<file path="config.mk">
export PLATFORM = sky130hd
export DESIGN_NAME = circuit2_seq_ctrl
export DESIGN_NICKNAME = d
export VERILOG_FILES = /design/src/rtl/circuit2_seq_pkg.sv /design/src/rtl/seq_alu.sv /design/src/rtl/circuit2_seq_ctrl.sv
export SDC_FILE = /design/constraint.sdc
export NUM_CORES = 1
export LEC_CHECK = 0
export BUFFER_PORTS_ARGS = -buffer_cell sky130_fd_sc_hd__buf_4
export CORE_MARGIN = 8
export CORE_UTILIZATION = 45
export DETAILED_ROUTE_END_ITERATION = 16
export HOLD_SLACK_MARGIN = 0.12
export PLACE_DENSITY = 0.63
export RECOVER_POWER = 100
export SETUP_SLACK_MARGIN = 0.5
export SYNTH_ARGS = -nofsm -noshare
export SYNTH_HDL_FRONTEND = slang
export SYNTH_SLANG_ARGS = --single-unit
</file>
<file path="constraint.sdc">
create_clock -name Clk -period 4.3 [get_ports Clk]
set_clock_uncertainty 0.2 [all_clocks]
set_input_delay 0.43 -clock Clk [delete_from_list [all_inputs] [get_ports Clk]]
set_output_delay 0.43 -clock Clk [all_outputs]
set_load 0.005 [all_outputs]
</file>
<file path="src/rtl/circuit2_seq_pkg.sv">
// Shared types for the circuit2 sequencer: FSM states, ALU op codes
// and the default operand width used by the controller and its ALU.
package circuit2_seq_pkg;

    localparam int DEF_DATAWIDTH = 32;

    typedef enum logic [2:0] {
        IDLE,
        SD,
        SE,
        SF,
        SCMP,
        SOUT
    } state_t;

    localparam logic ALU_ADD = 1'b0;
    localparam logic ALU_SUB = 1'b1;

endpackage

</file>
<file path="src/rtl/seq_alu.sv">
// Shared combinational add/sub unit, time-multiplexed by the controller.
// Ports: op (ALU_ADD/ALU_SUB), a, b operands; y = a+b or a-b, carry dropped.
module seq_alu
    import circuit2_seq_pkg::*;
#(
    parameter int DATAWIDTH = DEF_DATAWIDTH
) (
    input  logic                 op,
    input  logic [DATAWIDTH-1:0] a,
    input  logic [DATAWIDTH-1:0] b,
    output logic [DATAWIDTH-1:0] y
);

    always_comb begin
        y = a + b;
        if (op == ALU_SUB) begin
            y = a - b;
        end
    end

endmodule

</file>
<file path="src/rtl/circuit2_seq_ctrl.sv">
// Multi-cycle sequencer computing x,z from a,b,c with one shared ALU.
// Ports: Clk, Rst (async low), start, a, b, c in; busy, done, x, z out.
module circuit2_seq_ctrl
    import circuit2_seq_pkg::*;
#(
    parameter int DATAWIDTH = DEF_DATAWIDTH
) (
    input  logic                 Clk,
    input  logic                 Rst,
    input  logic                 start,
    input  logic [DATAWIDTH-1:0] a,
    input  logic [DATAWIDTH-1:0] b,
    input  logic [DATAWIDTH-1:0] c,
    output logic                 busy,
    output logic                 done,
    output logic [DATAWIDTH-1:0] x,
    output logic [DATAWIDTH-1:0] z
);

    state_t state;
    state_t state_nxt;

    logic [DATAWIDTH-1:0] ra;
    logic [DATAWIDTH-1:0] rb;
    logic [DATAWIDTH-1:0] rc;
    logic [DATAWIDTH-1:0] d_r;
    logic [DATAWIDTH-1:0] e_r;
    logic [DATAWIDTH-1:0] f_r;
    logic                 lt_r;
    logic                 eq_r;

    logic                 alu_op;
    logic [DATAWIDTH-1:0] alu_b;
    logic [DATAWIDTH-1:0] alu_y;

    logic [DATAWIDTH-1:0] g;
    logic [DATAWIDTH-1:0] h;
    logic [DATAWIDTH-1:0] x_nxt;
    logic [DATAWIDTH-1:0] z_nxt;

    seq_alu #(
        .DATAWIDTH(DATAWIDTH)
    ) u_alu (
        .op(alu_op),
        .a (ra),
        .b (alu_b),
        .y (alu_y)
    );

    // Next state and ALU steering; operand a is always ra.
    always_comb begin
        state_nxt = state;
        alu_op    = ALU_ADD;
        alu_b     = rb;
        unique case (state)
            IDLE: begin
                if (start) begin
                    state_nxt = SD;
                end
            end
            SD: begin
                state_nxt = SE;
            end
            SE: begin
                alu_b     = rc;
                state_nxt = SF;
            end
            SF: begin
                alu_op    = ALU_SUB;
                state_nxt = SCMP;
            end
            SCMP: begin
                state_nxt = SOUT;
            end
            SOUT: begin
                state_nxt = IDLE;
            end
            default: begin
                state_nxt = IDLE;
            end
        endcase
    end

    // Select and shift stage, consumed only in SOUT.
    always_comb begin
        g     = lt_r ? e_r : d_r;
        h     = eq_r ? f_r : g;
        x_nxt = g << lt_r;
        z_nxt = h >> eq_r;
    end

    always_ff @(posedge Clk or negedge Rst) begin
        if (!Rst) begin
            state <= IDLE;
            busy  <= 1'b0;
            done  <= 1'b0;
            x     <= '0;
            z     <= '0;
            ra    <= '0;
            rb    <= '0;
            rc    <= '0;
            d_r   <= '0;
            e_r   <= '0;
            f_r   <= '0;
            lt_r  <= 1'b0;
            eq_r  <= 1'b0;
        end else begin
            state <= state_nxt;
            busy  <= (state_nxt != IDLE);
            done  <= (state == SOUT);
            if (state == IDLE && start) begin
                ra <= a;
                rb <= b;
                rc <= c;
            end
            if (state == SD) begin
                d_r <= alu_y;
            end
            if (state == SE) begin
                e_r <= alu_y;
            end
            if (state == SF) begin
                f_r <= alu_y;
            end
            if (state == SCMP) begin
                lt_r <= (d_r < e_r);
                eq_r <= (d_r == e_r);
            end
            if (state == SOUT) begin
                x <= x_nxt;
                z <= z_nxt;
            end
        end
    end

endmodule

</file>
==> results of run 1 <==
-- synthesized netlist by cell type (4+ instances only) --
cell type    n  area, um^2
a211o_1      9       78.83
a21o_1      15       112.6
a21oi_1    150       750.7
a31oi_1      4       25.02
and3_1       6       37.54
buf_1        9       33.78
buf_2        6       30.03
clkbuf_1    75       281.5
dfrtp_1    262        6556
ha_1        63       788.3
inv_1       44       165.2
mux2_2      98        1104
mux2i_1     32       320.3
nand2_1    214       803.3
nand3_1     22       110.1
nand3b_1     4       30.03
nand4_1     25       156.4
nor2_1      83       311.6
nor2b_1     35       219.0
nor3_1      38       190.2
nor4_1       6       37.54
o211ai_1     4       30.03
o21a_1       8       60.06
o21ai_0    171       855.8
o21bai_1     5       37.54
o22ai_1      5       31.28
o31ai_1     16       120.1
or3_1        4       25.02
or4_1        6       45.04
xnor2_1     33       289.0
xor2_1      26       227.7
-- what timing repair did --
action	in CTS	in global routing
resized for setup	78	149
cloned	2	1
hold endpoints to repair	214	0
hold buffers	98	0
setup buffers	33	39
setup endpoints to repair	63	74
pin swaps	36	71
-- cell families (layout without fill, tap and decap cells) --
group | Yosys count | in the layout | synth area share
fa+ha+maj | 64 | 64 | 0.05647
simple gates | 457 | 458 | 0.1461
other cells | 0 | 1 | 0
buf+inv | 136 | 469 | 0.03698
xor+xnor | 59 | 59 | 0.03610
compound gates | 417 | 417 | 0.1658
flops | 262 | 262 | 0.4581
mux | 131 | 131 | 0.1005
-- worst paths after layout --
check / startpoint / endpoint / slack, ns / cells past startpoint
min reg2reg: z[21] / z[21] / 0.27 / 2
min in group asynchronous: Rst / done / 0.30 / 2
max reg2reg: state[0] / d_r[26] / 0.28 / 16
max: state[0] / d_r[26] / 0.28 / 16
min: z[21] / z[21] / 0.27 / 2
max in group asynchronous: Rst / rb[24] / 1.23 / 3
-- cell type report --
cell class                      instances  area [um^2]  share of cell area
Multi-Input combinational cell       1129         8084              0.4178
Sequential cell                       262         6561              0.3391
Inverter                               44        165.2            0.008535
Clock inverter                         13        170.2            0.008794
Timing Repair Buffer                  373         3040              0.1571
Clock buffer                           39        823.3             0.04255
Antenna cell                            1        2.502           0.0001293
Tap cell                              402        503.0             0.02599
-- routing by layer --
metal | up-vias | global-route usage | wire length (um) | part of all wire
li1 | 6021 | - | - | -
met1 | 5858 | 0.2961 | 19360 | 0.48
met2 | 323 | 0.3263 | 18610 | 0.46
met3 | 57 | 0.03265 | 1965 | 0.048
met4 | 0 | 0.04470 | 758 | 0.019
met5 | - | 0 | 0 | 0
-- layout by cell type (no fill, tap or decap), types with 25 or more instances in the layout --
master	n
clkbuf_4	56
o21ai_0	141
clkbuf_1	35
nor3_1	26
clkbuf_16	29
buf_4	166
xnor2_1	27
inv_1	43
nand2_1	202
mux2_2	94
ha_1	44
mux2i_1	26
dfrtp_1	258
nand4_1	25
nor2_1	77
nor2b_1	35
dlygate4sd3_1	98
a21oi_1	136
-- sequential cells by signal, indices dropped and copies added (netlist names) --
name and flops:
busy 1, d_r 32, done 1, e_r 32, eq_r 1, f_r 31
lt_r 1, ra 32, rb 32, rc 32, state 3, x 32
z 32
-- critical path: stages (launching register included) --
cell and delay, ns:
dfrtp_1 0.45, clkbuf_4 0.18, nand2_1 0.06, or2_2 0.35, and3_1 0.20, o21ai_0 0.19, o21ai_2 0.12, fa_1 0.44
a21o_1 0.24, a221oi_4 0.29, o41ai_4 0.11, clkbuf_1 0.15, o31ai_4 0.28, a21boi_2 0.12, buf_4 0.15, xnor2_2 0.23
o21ai_0 0.12
-- through the flow --
| step | worst slack (ns) | util | TNS [ns] |
|---|---|---|---|
| 2_1_floorplan | 0.4005 | - | 0 |
| 3_3_place_gp | 0.1352 | 0.5117 | 0 |
| 3_5_place_dp | -0.02147 | 0.5117 | -0.03064 |
| 4_1_cts | 0.4218 | 0.5944 | 0 |
| 5_1_grt | 0.1324 | 0.6148 | 0 |
| 6_report | 0.2803 | 0.6148 | 0 |
==> metrics.yaml, run 1 <==
status: "complete, but fails checks"
violations: "max-capacitance violations, max-slew violations"
drtAntennaViolNets: 0
worstSkewPairLatency_ns: 0.54
synthArstFlopShare: 1.000
area_growth_pct: 35.20
io_pins: 165
die_w_um: 194.3
crit_type: "flop to flop"
core_um2: 31470
placedInstanceArea_um2: 16100
cp.arrival_ns: 4.23
synth_cell_types: 64
fin_hold_ws_ns: 0.2748
cap_viol_max_count: 4
syn_nets: 1689
path_clk_slew_ns: 0.06
overflow: 0
cts_buffers: 29
fin_crit_ns: 4.020
synth_flop_cell: "dfrtp_1"
yosysWarnings: 0
clockRootBuffer: "clkbuf_16"
rows: 65
gp_congestion: 0.9212
slew_violations: 221
post-route-period-util: 0.9348
final-hold-violation-count: 0
dp_hpwl_mm: 27.65
port_buffers: 164
drt-initial-drc-count: 737
synth_seq_cells: 262
worstMarginPinSlew_ns: 2.007
synth_area_um2: 14310
die_h_um: 194.3
grt_max_degree: 122
vias: 12259
rsz0062_at_grt: "yes"
seq_area_frac_synth: 0.4581
final_nets: 2002
maxSlewHeadroom: -0.3378
synth-edff-count: 0
cts_tree: "done"
drt-total-wl_mm: 40.70
post-route-cell-area_um2: 19350
drc: 0
h-tree-depth: 1
wl_per_cell_um: 17.98
post-place-cells: 2037
die_area_um2: 37770
cp-end-kind: "flop"
fmax_mhz: 248.8
hp-class: "flop to flop"
fill_cells: 2626
drive_above_1_share: 0.2817
grt_pass1_wl_mm: 65.11
syn-mean-instance-area_um2: 9.379
path_max_fanout: 7
antenna_found_initial: 1
grt_pass1_vias: 12225
start_util: 0.4547
final_cells: 2263
grt_use_total: 0.2066
synth_cells: 1526
critPathLaunchType: "flop"
worstPathRequired_ns: 4.51
final-setup-viol-count: 0
avgViaCountPerCell: 5.417
firstDrtPassIters: 6
cts_buffer_depth: 3
numClockSinks: 262
Power of run 1 is left out: the tool's default activity adds up to more than one toggle a clock period on the data nets, which glitch-free logic cannot reach.
==> run 2, diff against run 1 <==
--- a/config.mk
+++ b/config.mk
@@ -10,7 +10,7 @@
 export CORE_UTILIZATION = 45
 export DETAILED_ROUTE_END_ITERATION = 16
 export HOLD_SLACK_MARGIN = 0.12
-export PLACE_DENSITY = 0.63
+export PLACE_DENSITY = 0.6
 export RECOVER_POWER = 100
 export SETUP_SLACK_MARGIN = 0.5
 export SYNTH_ARGS = -nofsm -noshare
==> constraint.sdc (replaced) <==
create_clock -name Clk -period 5.2 [get_ports Clk]
set_clock_uncertainty 0.2 [all_clocks]
set_input_delay 0.52 -clock Clk [delete_from_list [all_inputs] [get_ports Clk]]
set_output_delay 0.52 -clock Clk [all_outputs]
set_load 0.005 [all_outputs]
==> run 2 against run 1 <==
Effect of this change: the flow still finishes with violations (max-capacitance violations, max-slew violations); sequential cell count unchanged; fmax is 14% lower; core utilization fell by 4.7 points; non-clock buffer count shrank 91; worst setup slack improved by 0.27 ns; critical endpoint is now f_r[23]; largest cell class unchanged.
==> metrics.yaml, run 2 (same netlist as run 1, synthesis figures left out) <==
status: "complete, but fails checks"
violations: "max-capacitance violations, max-slew violations"
setup_tns_ns: 0  # unchanged
cts_buffers: 29  # unchanged
drive_above_1_share: 0.1850  # -0.09677
slew_violations: 398  # +80%
cts_tree: "done"
layout_commonest_cell: "dfrtp_1"
dp_hpwl_mm: 27.59  # -0.21%
start_util: 0.4547  # unchanged
antenna_found_initial: 3  # +2
worstMarginPinSlew_ns: 3.244  # +1.238 ns
rsz0062_at_grt: "no"
die_h_um: 194.3  # unchanged
h-tree-depth: 1  # unchanged
hp-class: "input pin to flop"
grt_max_degree: 129  # +5.7%
area_growth_pct: 24.80
worstSkewPairLatency_ns: 0.54  # about the same
critPathLaunchType: "flop"
drt-initial-drc-count: 697  # -5.4%
grt_use_total: 0.2015  # -0.005067
drt-total-wl_mm: 38.52  # -5.4%
vias: 11581  # -5.5%
path_max_fanout: 53  # +46
cts_buffer_depth: 3  # unchanged
rows: 65  # unchanged
port_buffers: 164  # unchanged
crit_type: "flop to flop"
die_w_um: 194.3  # unchanged
die_area_um2: 37770  # unchanged
gp_congestion: 0.8883  # -3.6%
clockRootBuffer: "clkbuf_16"
fin_crit_ns: 4.654  # +0.6347 ns
core_um2: 31470  # unchanged
avgViaCountPerCell: 5.332  # -1.6%
wl_per_cell_um: 17.73  # -1.4%
cp-end-kind: "flop"
maxSlewHeadroom: -1.163  # -0.8251
drc: 0  # unchanged
numClockSinks: 262  # unchanged
overflow: 0  # unchanged
grt_pass1_vias: 11552  # -5.5%
final-hold-violation-count: 0  # unchanged
grt_pass1_wl_mm: 63.42  # -2.6%
fin_hold_ws_ns: 0.2578  # -0.01700 ns
fmax_mhz: 214.9  # -14%
drtAntennaViolNets: 0  # unchanged
final-setup-viol-count: 0  # unchanged
firstDrtPassIters: 5  # -1
path_clk_slew_ns: 0.06  # about the same
mostFrequentLayoutCells: "260 x dfrtp_1, 213 x nand2_1, 171 x o21ai_0"
cap_viol_max_count: 5  # +1
cp.arrival_ns: 4.80  # +0.57 ns
post-place-ws_ns: 0.3561  # +0.3776 ns
post-route-period-util: 0.8951  # -0.03975
final_nets: 1910  # -4.6%
worstPathRequired_ns: 5.34  # +0.83 ns
io_pins: 165  # unchanged
layout_setup_ws_ns: 0.5456  # +0.2653 ns
[run 2: changes by cell type in the layout (fill, tap and decap cells not counted), sizes merged]
cell / previous run / this run
buf: 184 / 112
clkbuf: 129 / 113
bufinv: 4 / 6
clkinv: 7 / 5
bufbuf: 1 / 0
clkinvlp: 2 / 1
diode: 1 / 2
dlygate4sd3: 98 / 97
or3b: 2 / 1
[run 2: metrics by stage]
stage	std cells	util	instance area, um^2
floorplan	1526	-	14310
global placement	2017	0.5045	15880
detailed placement	2017	0.5045	15880
CTS	2168	0.5695	17920
global route	2172	0.5675	17860
finish	2172	0.5675	17860
[run 2: worst max-delay path, stage by stage (launching register included)]
cell	delay, ns
dfrtp_2	0.50
nor3b_4	0.23
clkbuf_1	0.16
buf_12	0.28
nand2_1	0.08
o22ai_1	0.21
nor2_1	0.07
xor2_1	0.18
ha_1	0.38
and3_1	0.19
a21boi_0	0.63
o31a_1	0.26
o32ai_1	0.12
buf_4	0.17
o21ai_1	0.40
xnor2_1	0.27
o21ai_0	0.12
[run 2: cell type report]
class | instances | area [um^2]
Fill cell | 2836 | 13610
Multi-Input combinational cell | 1128 | 7258
Sequential cell | 262 | 6559
Timing Repair Buffer | 282 | 2312
Clock buffer | 40 | 847.1
Tap cell | 402 | 503.0
Clock inverter | 12 | 212.7
Inverter | 44 | 165.2
Antenna cell | 2 | 5.005
[run 2: path summary, 6_finish.rpt]
check	start	slack [ns]	end	depth (start not counted)
worst max-delay path	state[2]	0.55	f_r[23]	16
worst min-delay path	start	0.26	busy	3
worst max register to register	state[2]	0.55	f_r[23]	16
worst min register to register	x[2]	0.27	x[2]	2
max in group asynchronous	Rst	1.38	z[6]	3
min in group asynchronous	Rst	1.39	done	2
[run 2: metal layers]
metal	global-route usage	up-vias	part of all wire	wire length, um
met5	0	-	0	0
met4	0.04611	0	0.016	607
met3	0.03299	38	0.045	1726
met2	0.3093	263	0.44	16870
met1	0.2945	5452	0.50	19310
li1	-	5828	-	-
[run 2: repair_timing]
action	in CTS	in global routing
hold buffers	97	0
pin swaps	1	2
hold endpoints to repair	222	0
buffers inserted	2	2
gates resized for setup	0	10
endpoints found under the setup margin	15	33
Power of run 2 is left out for the same reason.
